$ cat src/rtl/cla_pkg.sv
// rtl/cla_pkg.sv - shared FSM states, nibble width and width legality check for cla_seq_adder
package cla_pkg;

    localparam int NIB_W = 4;

    typedef enum logic [1:0] {
        ST_IDLE = 2'd0,
        ST_RUN  = 2'd1,
        ST_DONE = 2'd2
    } cla_state_t;

    function automatic bit width_ok(input int w);
        return ((w % NIB_W) == 0) && (w >= 2 * NIB_W);
    endfunction

endpackage

$ cat src/rtl/cla_slice4.sv
// rtl/cla_slice4.sv - combinational 4-bit carry-lookahead adder slice
module cla_slice4 (
    input  logic [3:0] i_a,
    input  logic [3:0] i_b,
    input  logic       i_cin,
    output logic [3:0] o_f,
    output logic       o_cout
);

    logic [3:0] w_g;
    logic [3:0] w_p;
    logic       w_c1;
    logic       w_c2;
    logic       w_c3;

    assign w_g = i_a & i_b;
    assign w_p = i_a ^ i_b;

    // Every carry is a flat function of g/p and cin; no ripple inside the slice.
    assign w_c1 = w_g[0] | (w_p[0] & i_cin);
    assign w_c2 = w_g[1] | (w_p[1] & w_g[0]) | (w_p[1] & w_p[0] & i_cin);
    assign w_c3 = w_g[2] | (w_p[2] & w_g[1]) | (w_p[2] & w_p[1] & w_g[0])
                | (w_p[2] & w_p[1] & w_p[0] & i_cin);
    assign o_cout = w_g[3] | (w_p[3] & w_g[2]) | (w_p[3] & w_p[2] & w_g[1])
                  | (w_p[3] & w_p[2] & w_p[1] & w_g[0])
                  | (w_p[3] & w_p[2] & w_p[1] & w_p[0] & i_cin);

    assign o_f = w_p ^ {w_c3, w_c2, w_c1, i_cin};

endmodule

$ cat src/rtl/cla_seq_adder.sv
// rtl/cla_seq_adder.sv - nibble-serial wide adder over one shared CLA slice; CLA_SEQ_SUB_EN adds op (subtract)
module cla_seq_adder
    import cla_pkg::*;
#(
    parameter int WIDTH = 16
) (
    input  logic             clk,
    input  logic             rst_n,
    input  logic             in_valid,
    output logic             in_ready,
    input  logic [WIDTH-1:0] a,
    input  logic [WIDTH-1:0] b,
    input  logic             cin,
`ifdef CLA_SEQ_SUB_EN
    input  logic             op,
`endif
    output logic             out_valid,
    input  logic             out_ready,
    output logic [WIDTH-1:0] sum,
    output logic             cout,
    output logic             ovf,
    output logic             busy
);

    localparam int NIB   = WIDTH / NIB_W;
    localparam int IDX_W = $clog2(NIB);

    generate
        if (!width_ok(WIDTH)) begin : g_bad_width
            $error("cla_seq_adder: WIDTH must be a multiple of 4 and at least 8");
        end
    endgenerate

    cla_state_t       r_state;
    logic [WIDTH-1:0] r_a;
    logic [WIDTH-1:0] r_b;
    logic             r_carry;
    logic [IDX_W-1:0] r_idx;
    logic [WIDTH-1:0] r_sum;
    logic             r_cout;
    logic             r_ovf;
    logic             r_in_ready;
    logic             r_out_valid;
    logic             r_busy;

    logic [WIDTH-1:0] w_b_cap;
    logic             w_cin_cap;
    logic [3:0]       w_a_nib;
    logic [3:0]       w_b_nib;
    logic [3:0]       w_f;
    logic             w_c;
    logic             w_last;

`ifdef CLA_SEQ_SUB_EN
    // Subtract is a + ~b + 1: invert B once at capture and seed the carry.
    assign w_b_cap   = op ? ~b : b;
    assign w_cin_cap = op ? 1'b1 : cin;
`else
    assign w_b_cap   = b;
    assign w_cin_cap = cin;
`endif

    assign w_a_nib = r_a[int'(r_idx) * NIB_W +: NIB_W];
    assign w_b_nib = r_b[int'(r_idx) * NIB_W +: NIB_W];
    assign w_last  = (r_idx == IDX_W'(NIB - 1));

    cla_slice4 u_slice (
        .i_a    (w_a_nib),
        .i_b    (w_b_nib),
        .i_cin  (r_carry),
        .o_f    (w_f),
        .o_cout (w_c)
    );

    always_ff @(posedge clk or negedge rst_n) begin
        if (!rst_n) begin
            r_state     <= ST_IDLE;
            r_a         <= '0;
            r_b         <= '0;
            r_carry     <= 1'b0;
            r_idx       <= '0;
            r_sum       <= '0;
            r_cout      <= 1'b0;
            r_ovf       <= 1'b0;
            r_in_ready  <= 1'b1;
            r_out_valid <= 1'b0;
            r_busy      <= 1'b0;
        end else begin
            case (r_state)
                ST_IDLE: begin
                    if (in_valid) begin
                        r_a        <= a;
                        r_b        <= w_b_cap;
                        r_carry    <= w_cin_cap;
                        r_idx      <= '0;
                        r_in_ready <= 1'b0;
                        r_busy     <= 1'b1;
                        r_state    <= ST_RUN;
                    end
                end
                ST_RUN: begin
                    r_sum[int'(r_idx) * NIB_W +: NIB_W] <= w_f;
                    r_carry <= w_c;
                    r_idx   <= r_idx + IDX_W'(1);
                    if (w_last) begin
                        r_cout      <= w_c;
                        r_ovf       <= (r_a[WIDTH-1] == r_b[WIDTH-1]) && (w_f[3] != r_a[WIDTH-1]);
                        r_out_valid <= 1'b1;
                        r_state     <= ST_DONE;
                    end
                end
                ST_DONE: begin
                    if (out_ready) begin
                        r_out_valid <= 1'b0;
                        r_busy      <= 1'b0;
                        r_in_ready  <= 1'b1;
                        r_state     <= ST_IDLE;
                    end
                end
                default: begin
                    r_out_valid <= 1'b0;
                    r_busy      <= 1'b0;
                    r_in_ready  <= 1'b1;
                    r_state     <= ST_IDLE;
                end
            endcase
        end
    end

    assign in_ready  = r_in_ready;
    assign out_valid = r_out_valid;
    assign sum       = r_sum;
    assign cout      = r_cout;
    assign ovf       = r_ovf;
    assign busy      = r_busy;

endmodule

$ cat config.mk
export PLATFORM = sky130hd
export DESIGN_NAME = cla_seq_adder
export DESIGN_NICKNAME = d
export VERILOG_FILES = /design/src/rtl/cla_pkg.sv /design/src/rtl/cla_slice4.sv /design/src/rtl/cla_seq_adder.sv
export SDC_FILE = /design/constraint.sdc
export NUM_CORES = 1
export LEC_CHECK = 0
export CAP_MARGIN = 15
export CORE_MARGIN = 3
export CORE_UTILIZATION = 54
export DETAILED_ROUTE_END_ITERATION = 8
export GPL_ROUTABILITY_DRIVEN = 0
export GPL_TIMING_DRIVEN = 0
export PLACE_DENSITY = 0.83
export SYNTH_ARGS = -nofsm -noshare
export SYNTH_HDL_FRONTEND = slang
export SYNTH_SLANG_ARGS = --single-unit
$ cat constraint.sdc
create_clock -name clk -period 7.15 [get_ports clk]
set_input_delay 0.715 -clock clk [delete_from_list [all_inputs] [get_ports clk]]
set_output_delay 0.715 -clock clk [all_outputs]
set_load 0.05 [all_outputs]
==> impl_metrics.json, run 1 <==
{
  "worstPathRequired_ns": 7.42,
  "multi_input_area_sq_um": 1211,
  "grt_pass1_wl_mm": 9.522,
  "synth_edf_count": 0,
  "fin_ws_ns": 4.065,
  "dominantRegCellSynth": "dfrtp_1",
  "r2r_cells": 7,
  "period_share": 0.4315,
  "wl_per_cell_um": 15.33,
  "async_reset_ff_frac": 1.000,
  "ctsResizeCount": 0,
  "synth_top_area_share": 0.5227,
  "ir_worst_vdd_v": 0.0002941,
  "post_dp_cell_area_sq_um": 3398,
  "synth_common_cells": "dfrtp_1, mux2_1, nand2_1",
  "place_hpwl_mm": 3.975,
  "grt_use_met3": 0.06221,
  "syn_to_final_growth_pct": 30.77,
  "cp_num_buf_inv": 1,
  "cts_made_buffers": 9,
  "fin_nets": 328,
  "ys_ff_latch": 58,
  "netlist_instances": 210,
  "synth_fp_nets": 259,
  "gr-total-overflow": 0,
  "tightest_slew_ns": 0.7071,
  "finalPower_mw": 1.862,
  "clk_pin_slew_worst_paths_ns": 0.07,
  "cts_tree": "built",
  "grt_pass1_vias": 2022,
  "max_clock_freq_mhz": 324.1,
  "hold_buffers": 0,
  "drv_slew": 0,
  "post_cts_buffers": 0,
  "rsz0062_at_grt": "no",
  "place_inst": 335,
  "maxCapViolCount": 0,
  "num_vias": 1900,
  "yosysWarnings": 0,
  "final_area_sq_um": 3568,
  "coreArea_sq_um": 4817,
  "post-route-min-period_ns": 3.085,
  "final_core_util": 0.7408,
  "worst_setup_path_end_kind": "register",
  "slowest_stage": "mux4_2",
  "use_met1": 0.2482,
  "p_leak_nw": 1.541,
  "num_rows": 25,
  "via_per_inst": 5.429,
  "cts_root_buf": "clkbuf_8",
  "antenna_cells": 0,
  "place.port_buffers": 57,
  "synth_area_sq_um": 2729,
  "drt_iter0_drc": 133,
  "place_ws_ns": 4.091,
  "htreeDepth": 3,
  "hold_violations": 0,
  "cellPowerDensity_nw_per_um2": 521.7,
  "dieArea_sq_um": 5942,
  "clockBufferDepth": 2,
  "worst_setup_path_start_kind": "register",
  "drive_gt1_frac": 0.1343,
  "fillerInstances": 351,
  "hp-class": "input port to async pin",
  "outcome": "completed",
  "timing.hold.ws_ns": 0.3154,
  "ant_nets": 0,
  "avgSynthCellArea_sq_um": 12.99,
  "relSlewSlack": 0.5250,
  "regArea_sq_um": 1453,
  "totalWireLength_mm": 5.364,
  "grt_max_degree": 40,
  "cts_num_sinks": 58,
  "fin_skew_ns": 0.006378,
  "tns_ns": 0,
  "crit_arrival_ns": 3.35,
  "crit_path_cell_trace": "buf_2 > mux4_2 > ha_1 > a211oi_1 > o21a_1 > nor3_1 > a22o_1",
  "yosysMostFrequentCell": "dfrtp_1",
  "antenna_found_initial": 0,
  "fin_cells": 350,
  "slowest_delay_ns": 0.62,
  "track_usage": 0.2071,
  "crit_family": "multiplexers",
  "io_pins": 58,
  "synth_cell_types": 36,
  "yosysTopAreaCell": "dfrtp_1",
  "globalRouteMet2Util": 0.3502,
  "clk_latency_ns": 0.33,
  "die_height_um": 77.09,
  "worstPathMaxFanout": 10,
  "top_usage_layer": "met2",
  "cp_num_cells": 7,
  "crit_type": "register to register",
  "start_util": 0.5665,
  "drcViolationCount": 0,
  "ys_seq_area_frac": 0.5323,
  "yosys-top-cells-area": "dfrtp_1, mux2_1, mux4_2",
  "die_w_um": 77.09,
  "first_pass_iters": 4,
  "setup_viol_count_final": 0
}
-- flip-flops by register name, summed over array words and instances, names as in the netlist, 2 cells and up --
name	flops
r_b	16
r_idx	2
r_state	2
r_a	16
sum	16
-- per-layer routing --
metal  wire [um]  part of all wire  vias to the layer above
li1            -                 -                      900
met1        2310              0.43                      945
met2        2730              0.51                       46
met3         248             0.046                        9
met4          74             0.014                        0
met5           0                 0                        -
-- layout make-up --
class	count	area share
clock inverter	3	0.004208
timing repair buffer	58	0.1641
tap	67	0.02349
clock buffer	12	0.04348
multi-input combinational	140	0.3394
sequential	58	0.4071
inverter	5	0.005259
buffer	7	0.01297
-- worst paths after layout --
| check | start | slack, ns | endpoint |
|---|---|---|---|
| min in group clk | sum[5] | 0.48 | sum[5] |
| worst max register to register | r_idx[0] | 4.06 | sum[11] |
| worst min-delay path | rst_n | 0.32 | busy |
| max in group asynchronous | rst_n | 6.23 | in_ready |
| worst max-delay path | r_idx[0] | 4.06 | sum[11] |
| worst min register to register | sum[5] | 0.48 | sum[5] |
-- placed cells by master, fill, tap and decap left out, drive strengths merged --
cell           Yosys  final
a211oi             1      1
a21o               1      1
a21oi              5      5
a22o               8      8
a22oi              1      1
and2b              2      2
buf                6      8
clkbuf             1     13
clkdlybuf4s50      0     56
clkinv             0      3
dfrtp             57     57
dfstp              1      1
fa                 1      1
ha                11     11
inv                5      5
mux2              32     32
mux4               8      8
nand2             22     22
nand2b             2      2
nand3              3      3
nand3b             1      1
nand4              1      1
nor2              10     10
nor2b              2      2
nor3               3      3
nor3b              1      1
o21a               1      1
o21ai              7      7
o21bai             1      1
o22a               1      1
o22ai              2      2
o31ai              6      6
o41ai              2      2
or3                2      2
or4                1      1
xnor2              2      2
-- kinds of logic (layout without fill, tap and decap cells) --
kind of cell	Yosys count	in the layout	share of synthesized area
compound gates	36	36	0.09216
xor+xnor	2	2	0.006420
fa+ha+maj	12	12	0.05777
buf+inv	12	85	0.02384
flops	58	58	0.5323
mux	40	40	0.1981
simple gates	50	50	0.08941
-- where the power goes --
group / switching [mW] / internal [mW] / total [mW]
combinational: 0.599 / 0.430 / 1.03
sequential: 0.0910 / 0.477 / 0.568
clock: 0.124 / 0.141 / 0.265
Power figures use the tool's default switching activity.
==> run 2, diff against run 1 <==
Settings changed: CORE_UTILIZATION 54 to 51, PLACE_DENSITY 0.83 to 0.79.
Clock period 7.15 ns to 3.2 ns, I/O delays scaled along.
==> run 2 against run 1 <==
Compared with the run above:
- combinational power increased by 130%
- routed wire length increased by 1.8%
- global-route usage decreased by 1.4 points
- flip-flop and latch count unchanged
- critical path depth unchanged
- maximum frequency increased by 8.9%
- highest routed layer unchanged
- hold slack improved by 0.16 ns
- via count decreased by 0.79%
- critical endpoint is now ovf
- non-clock buffer count increased by 1
- setup slack got worse by 3.7 ns
- largest power group unchanged
==> impl_metrics.json, run 2 (synthesized netlist as in run 1, its figures left out) <==
{
  "outcome": "completed",
  "wl_met1_mm": 2.469,
  "antenna_found_initial": 0,
  "hp-class": "register to register",
  "drive_gt1_frac": 0.1333,
  "track_usage": 0.1928,
  "max_clock_freq_mhz": 352.9,
  "worstPathRequired_ns": 3.47,
  "period_share": 0.8855,
  "clockBufferDepth": 2,
  "maxCapViolCount": 0,
  "clk_latency_ns": 0.34,
  "slowest_delay_ns": 0.62,
  "clk_pin_slew_worst_paths_ns": 0.06,
  "crit_arrival_ns": 3.11,
  "drt_iter0_drc": 105,
  "met2_length_mm": 2.585,
  "post-route-min-period_ns": 2.833,
  "finalPower_mw": 4.170,
  "tightest_slew_ns": 0.6119,
  "syn_to_final_growth_pct": 31.09,
  "coreArea_sq_um": 4942,
  "cts_root_buf": "clkbuf_8",
  "hold_violations": 0,
  "ir_worst_vdd_v": 0.0005836,
  "hold_depth": 2,
  "place_hpwl_mm": 4.033,
  "cts_made_buffers": 9,
  "start_util": 0.5522,
  "grt_pass1_wl_mm": 9.094,
  "num_rows": 25,
  "worstPathMaxFanout": 10,
  "rsz0062_at_grt": "no",
  "crit_type": "register to register",
  "place.port_buffers": 57,
  "drcViolationCount": 0,
  "cts_tree": "built",
  "cp_num_buf_inv": 1,
  "via_per_inst": 5.355,
  "cellPowerDensity_nw_per_um2": 1166,
  "gr-total-overflow": 0,
  "final_common_cell": "dfrtp_1",
  "die_w_um": 79.15,
  "wl_met3_um": 280,
  "top_layer": "met4",
  "grt_pass1_vias": 1940,
  "p_leak_nw": 1.543,
  "drv_slew": 0,
  "final_core_util": 0.7238,
  "relSlewSlack": 0.5921,
  "final_cell_mix": "dfrtp_1, clkdlybuf4s50_1, mux2_1, nand2_1, ha_1",
  "worst_setup_path_end_kind": "register",
  "htreeDepth": 3,
  "setup_viol_count_final": 0,
  "cts_num_sinks": 58,
  "antenna_cells": 0,
  "worst_setup_path_start_kind": "register",
  "cp_num_cells": 7,
  "crit_family": "multiplexers",
  "r2r_cells": 7,
  "io_pins": 58,
  "fin_skew_ns": 0.008910,
  "fin_nets": 329,
  "grt_max_degree": 35,
  "crit_path_cell_trace": "buf_2 > mux4_2 > ha_1 > a211oi_1 > o21a_1 > or4_1 > nand3_1",
  "num_vias": 1885,
  "die_height_um": 79.15,
  "ff2ff_setup_slack_ns": 0.37,
  "first_pass_iters": 4,
  "slowest_stage": "mux4_2",
  "totalWireLength_mm": 5.463,
  "ant_nets": 0,
  "dieArea_sq_um": 6265,
  "wl_per_cell_um": 15.52
}
run 2: routing by layer:
| metal | GRT usage | vias to the layer above |
|---|---|---|
| li1 | - | 908 |
| met2 | 0.3157 | 56 |
| met5 | 0 | - |
| met1 | 0.2438 | 910 |
| met3 | 0.03741 | 11 |
| met4 | 0.09794 | 0 |
run 2: final cells by class:
cell class	instances	area, sq um
Fill cell	381	1365
Sequential cell	58	1453
Clock inverter	3	15.01
Multi-Input combinational cell	140	1216
Buffer	7	46.29
Inverter	5	18.77
Clock buffer	13	148.9
Timing Repair Buffer	59	595.6
Tap cell	67	83.83
run 2: what timing repair did:
action / in CTS / in global routing
resized for setup: 0 / 1
setup buffers: 0 / 0
setup endpoints to repair: 0 / 4
endpoints found under the hold margin: 23 / 0
hold buffers: 1 / 0
run 2: path summary, 6_finish.rpt:
path	end	startpoint
worst max register to register	ovf	r_idx[0]
worst min register to register	sum[1]	sum[1]
worst max-delay path	ovf	r_idx[0]
min in group asynchronous	busy	rst_n
worst min-delay path	sum[1]	sum[1]
max in group asynchronous	r_idx[1]	rst_n
run 2: through the flow:
step	hold slack (ns)	setup WS [ns]	instance area, sq um	TNS, ns	cells
2_1_floorplan	0.02441	0.6676	2729	0	210
3_5_place_dp	0.3526	0.1469	3398	0	335
6_report	0.4740	0.3666	3577	0	352
5_1_grt	0.4986	0.1533	3577	0	352
4_1_cts	0.4789	0.1258	3572	0	352
3_3_place_gp	0.4617	-0.006058	3383	-0.2001	334
run 2: worst reg2reg max path: cells and delay by family, from the launching register on:
family / cells / cell delay, ns
multiplexers: 1 / 0.63
flip-flops: 1 / 0.56
AND/OR/NAND/NOR: 2 / 0.56
buffers and inverters: 1 / 0.38
adder cells (fa/ha/maj): 1 / 0.35
AO/OA/AOI/OAI: 2 / 0.30
run 2: report_power, final:
group          switching (mW)  leakage (nW)  internal, mW
sequential              0.201         0.713          1.06
combinational            1.36         0.742         0.969
clock                   0.274        0.0872         0.298
total                    1.84          1.54          2.33
==> run 3, diff against run 2 <==
Settings changed: ABC_AREA set to 1, CORE_MARGIN 3 to 2, CORE_UTILIZATION 51 to 55, PLACE_DENSITY 0.79 to 0.84.
Clock period 3.2 ns to 3.6 ns, I/O delays scaled along.
==> run 3 against run 2 <==
Compared with the run above:
- combinational power down 9.0%
- synthesized area increased by 1.9%
- flip-flop and latch count unchanged
- cell area increased by 1.2%
- setup slack improved by 0.63 ns
- maximum frequency increased by 8.6%
- largest cell class unchanged
==> impl_metrics.json, run 3 <==
{
  "outcome": "completed",
  "antenna_cells": 0,
  "place_ws_ns": 1.084,
  "synth_fp_nets": 390,
  "worst_setup_path_start_kind": "register",
  "htreeDepth": 3,
  "worstPathRequired_ns": 3.87,
  "wl_per_cell_um": 12.81,
  "final_common_cell": "nand2_1",
  "yosysWarnings": 0,
  "synth_cell_types": 25,
  "globalRouteMet2Util": 0.3996,
  "clk_latency_ns": 0.34,
  "fin_cells": 482,
  "first_pass_iters": 5,
  "antenna_found_initial": 0,
  "hp-class": "input port to async pin",
  "dominantRegCellSynth": "dfrtp_1",
  "cts_num_sinks": 58,
  "hold_buffers": 0,
  "grt_pass1_vias": 2309,
  "final_area_sq_um": 3621,
  "top_usage_layer": "met2",
  "clockBufferDepth": 2,
  "yosys-top-cells-area": "dfrtp_1, nand2_1, ha_1",
  "crit_type": "register to register",
  "rsz0062_at_grt": "no",
  "finalPower_mw": 3.754,
  "ant_nets": 0,
  "use_met1": 0.2982,
  "cts_root_buf": "clkbuf_8",
  "drt_iter0_drc": 219,
  "period_share": 0.7245,
  "post-route-min-period_ns": 2.608,
  "ys_ff_latch": 58,
  "gr-total-overflow": 0,
  "yosysMostFrequentCell": "nand2_1",
  "via_per_inst": 5.135,
  "grt_pass1_wl_mm": 10.08,
  "dieArea_sq_um": 5639,
  "cp-startpoint": "r_idx[1]",
  "fin_nets": 459,
  "track_usage": 0.2416,
  "worstPathMaxFanout": 11,
  "timing.hold.ws_ns": 0.1156,
  "fin_ws_ns": 0.9918,
  "async_reset_ff_frac": 1.000,
  "p_leak_nw": 1.836,
  "post_dp_cell_area_sq_um": 3457,
  "ys_seq_area_frac": 0.5225,
  "place_hpwl_mm": 4.496,
  "r2r_start": "r_idx[1]",
  "start_util": 0.5809,
  "tns_ns": 0,
  "relSlewSlack": 0.4624,
  "drv_slew": 0,
  "synth_edf_count": 0,
  "cellPowerDensity_nw_per_um2": 1037,
  "grt_max_degree": 36,
  "place_inst": 466,
  "clk_pin_slew_worst_paths_ns": 0.07,
  "drcViolationCount": 0,
  "setup_viol_count_final": 0,
  "yosysTopAreaCell": "dfrtp_1",
  "max_clock_freq_mhz": 383.4,
  "num_rows": 25,
  "cts_made_buffers": 9,
  "synth_top_area_share": 0.5131,
  "hold_violations": 0,
  "coreArea_sq_um": 4786,
  "cts_tree": "built",
  "synth_common_cells": "nand2_1, dfrtp_1, nor2_1, o21ai_0, inv_1",
  "post_cts_buffers": 0,
  "synth_area_sq_um": 2780,
  "io_pins": 58,
  "avgSynthCellArea_sq_um": 8.153,
  "die_height_um": 75.10,
  "die_w_um": 75.10,
  "netlist_instances": 341,
  "grt_use_met3": 0.07764,
  "crit_arrival_ns": 2.88,
  "tightest_slew_ns": 0.8064,
  "ir_worst_vdd_v": 0.0005274,
  "place.port_buffers": 57,
  "drive_gt1_frac": 0.08193,
  "fin_skew_ns": 0.009921,
  "syn_to_final_growth_pct": 30.24,
  "worst_setup_path_end_kind": "register",
  "totalWireLength_mm": 6.176,
  "num_vias": 2475,
  "ctsResizeCount": 0,
  "final_cell_mix": "nand2_1, dfrtp_1, clkdlybuf4s50_1, nor2_1, o21ai_0",
  "maxCapViolCount": 0,
  "final_core_util": 0.7566
}
## run 3: cell count changes after synthesis, sizes merged, moves of 3 or more
cell | previous run | this run
nand3 | 3 | 6
nor2 | 10 | 27
nand2 | 22 | 151
o31ai | 6 | 2
a21oi | 5 | 1
o22ai | 2 | 9
o21ai | 7 | 31
mux4 | 8 | 0
mux2 | 32 | 0
nand4 | 1 | 5
inv | 5 | 24
a22o | 8 | 0
## run 3: worst paths after layout
kind                               to  slack [ns]  cells after the start
setup / recovery               sum[7]        0.99                     14
hold / removal             r_state[1]        0.12                      1
setup reg to reg               sum[7]        0.99                     14
hold reg to reg                   ovf        0.48                      2
max in group asynchronous      r_b[9]        2.90                      2
min in group clk                  ovf        0.48                      2
## run 3: logic make-up (layout without fill, tap and decap cells)
| group | Yosys count | in the layout | share of synthesized area |
|---|---|---|---|
| fa+ha+maj | 12 | 12 | 0.05671 |
| xor+xnor | 2 | 2 | 0.006302 |
| compound gates | 43 | 43 | 0.08325 |
| flops | 58 | 58 | 0.5225 |
| buf+inv | 35 | 109 | 0.05086 |
| simple gates | 191 | 191 | 0.2804 |
## run 3: power by group
| group | internal [mW] | switching (mW) |
|---|---|---|
| combinational | 0.709 | 1.41 |
| sequential | 0.942 | 0.188 |
| clock | 0.265 | 0.243 |
| total | 1.92 | 1.84 |
## run 3: metal layers
layer  wire length (um)  vias to the layer above
li1                   -                     1216
met1               2652                     1150
met2               3078                       96
met3                378                       13
met4                 67                        0
met5                  0                        -
## run 3: area by class of cell
type	count	area, sq um
sequential	58	1453
clock buffer	13	148.9
inverter	24	90.09
clock inverter	3	15.01
tap	67	83.83
timing repair buffer	58	593.1
buffer	11	51.30
fill	367	1165
multi-input combinational	248	1186
## run 3: critical path, cell delays in order, from the launching register on
cell      delay (ns)
dfrtp_1         0.39
clkbuf_1        0.35
inv_1           0.28
o21ai_0         0.15
o22ai_1         0.10
ha_1            0.36
nand2_1         0.09
nand2_1         0.05
nor2_1          0.15
nand2_1         0.09
nand2_2         0.09
nand3_1         0.12
nor2_1          0.16
nand2_1         0.08
nand2_1         0.07
==> RTL change, RTL diff (flow settings as in run 2) <==
Change the parameter `WIDTH` from 16 to 32.
--- a/src/rtl/cla_seq_adder.sv
+++ b/src/rtl/cla_seq_adder.sv
@@ -2,7 +2,7 @@
 module cla_seq_adder
     import cla_pkg::*;
 #(
-    parameter int WIDTH = 16
+    parameter int WIDTH = 32
 ) (
     input  logic             clk,
     input  logic             rst_n,
Ports: changed (resized a, b and sum); port bits go from 58 to 106. The function was not compared with the original's and may differ.
==> RTL change against run 2 <==
- area after synthesis increased by 82%
- power grew 77%
- wire length is 87% higher
- count of clock-buffer cells in the layout shrank 3
- design area is 81% higher
- sequential cell count increased by 49
- clock skew rose by 3.6 ps
- setup slack got worse by 160 ps
- synthesized cell count up 73%
- critical path type unchanged
==> RTL change: results (changes against run 2) <==
status=finished clean; CTS HTree Levels=3 (unchanged); clock insertion delay at the later pin of the skew report=370 ps (+30 ps); Min-Delay Path Class=in2async; reg2reg start=r_idx[0]; largest net degree at the start of global routing=68 (+94%); Initial DRT Pass Iterations=4 (unchanged); adder-cell share of the synthesized area=3.43% (-2.3 points); gr usage total=19.8% (+0.50 points); CP Max Fanout=10 (unchanged); antenna diode count=0 (unchanged); DP Cell Count=599 (+79%); Worst Skew=12.5 ps (+3.60 ps); vias in the first global route=3499 (+80%); leakage power=2.84 nW (+84%); dpl ws=-277 ps (-423 ps); Final HPWL DP=7.76 mm (+92%); Compound-Gate Fraction of Synth Area=4.09% (-5.1 points); NumNets Final=567 (+72%); Post-Synth XOR/XNOR Area=0.681% (+0.039 points); synthesized net count=446 (+72%); switching share of total power=42.5% (-1.6 points); dpl cell area=6200 sq um (+82%); Synth area leaders=dfrtp_1 (53%), mux2_2 (13%), mux4_2 (7.3%); clock-pin slew on the worst setup and hold paths=100 ps (+40 ps); Post-synth EDFFs=0 (unchanged); Worst slew margin=61.5% (+2.3 points); most frequent cells after synthesis=dfrtp_1 (106), mux2_2 (59), nand2_1 (43); fill count=704 (+85%); CP endpoint=sum[26]; PortBufs=105 (+84%); WHS=473 ps (-1.35 ps); CP arrival=3250 ps (+140 ps); Vias=3284 (+74%); FF-to-FF setup slack=210 ps (-160 ps); Synth cell types=44 (+22%); routed wire length=10.2 mm (+87%); first-pass GRT wire length=17.1 mm (+88%); cells on worst reg2reg path=10 (+3); initial DRC count=121 (+15%); layout cells sized above 1=26.5% (+13 points); Avg Cell Area, Syn=13.6 sq um (+4.9%); pwr dens=1140 nW/um^2 (-2.2%); minimum clock period=2990 ps (+156 ps); wire length per cell=16.5 um (+6.4%); post-synthesis sequential area ratio=54.0% (+0.78 points); worst vdd ir=678 uV (+16%); multiplexer area fraction after synthesis=27.3% (+7.5 points)
[RTL change: layer usage]
| metal | GRT usage [%] | vias to the layer above | wire, um |
|---|---|---|---|
| li1 | - | 1532 | - |
| met1 | 24.9 | 1651 | 4350 |
| met2 | 33.3 | 87 | 5070 |
| met3 | 5.31 | 14 | 639 |
| met4 | 6.65 | 0 | 166 |
| met5 | 0 | - | 0 |
[RTL change: cell type report]
cell class / instances / share of cell area (%)
Clock buffer: 10 / 2.13
Tap cell: 129 / 2.50
Clock inverter: 6 / 1.08
Multi-Input combinational cell: 230 / 33.2
Timing Repair Buffer: 110 / 17.2
Buffer: 19 / 2.01
Sequential cell: 107 / 41.5
Inverter: 8 / 0.465
[RTL change: what timing repair did]
item	in CTS	in global routing
hold buffers	1	0
endpoints found under the setup margin	22	13
hold endpoints to repair	40	0
gates cloned	0	0
pin swaps	0	0
resized for setup	3	4
setup buffers	0	3
[RTL change: power by group through the flow]
| stage | Clock (mW) | Sequential (mW) | Combinational, mW |
|---|---|---|---|
| global placement | 0 | 2.32 | 3.99 |
| floorplan | 0 | 2.80 | 2.44 |
| finish | 0.857 | 2.32 | 4.19 |
| detailed placement | 0 | 2.36 | 4.07 |
| CTS | 0.881 | 2.33 | 4.18 |
| global route | 0.933 | 2.40 | 4.57 |
[RTL change: cells by family (layout without fill, tap and decap cells)]
family / after synthesis / in the layout
DFF: 107 / 107
muxes: 102 / 102
and+or+nand+nor: 81 / 81
AOI/OAI and AO/OA: 31 / 31
buffers and inverters: 27 / 153
adders and majority gates: 13 / 13
xor gates and xnor gates: 3 / 3
[RTL change: worst max-delay path: stages (launching register included)]
cell,delay [ps]
dfrtp_2,450
buf_4,240
mux4_2,540
nand2_1,90
nand2_1,100
ha_1,340
a21o_1,180
a21oi_1,170
xnor2_1,310
nor2_1,130
mux2_1,320
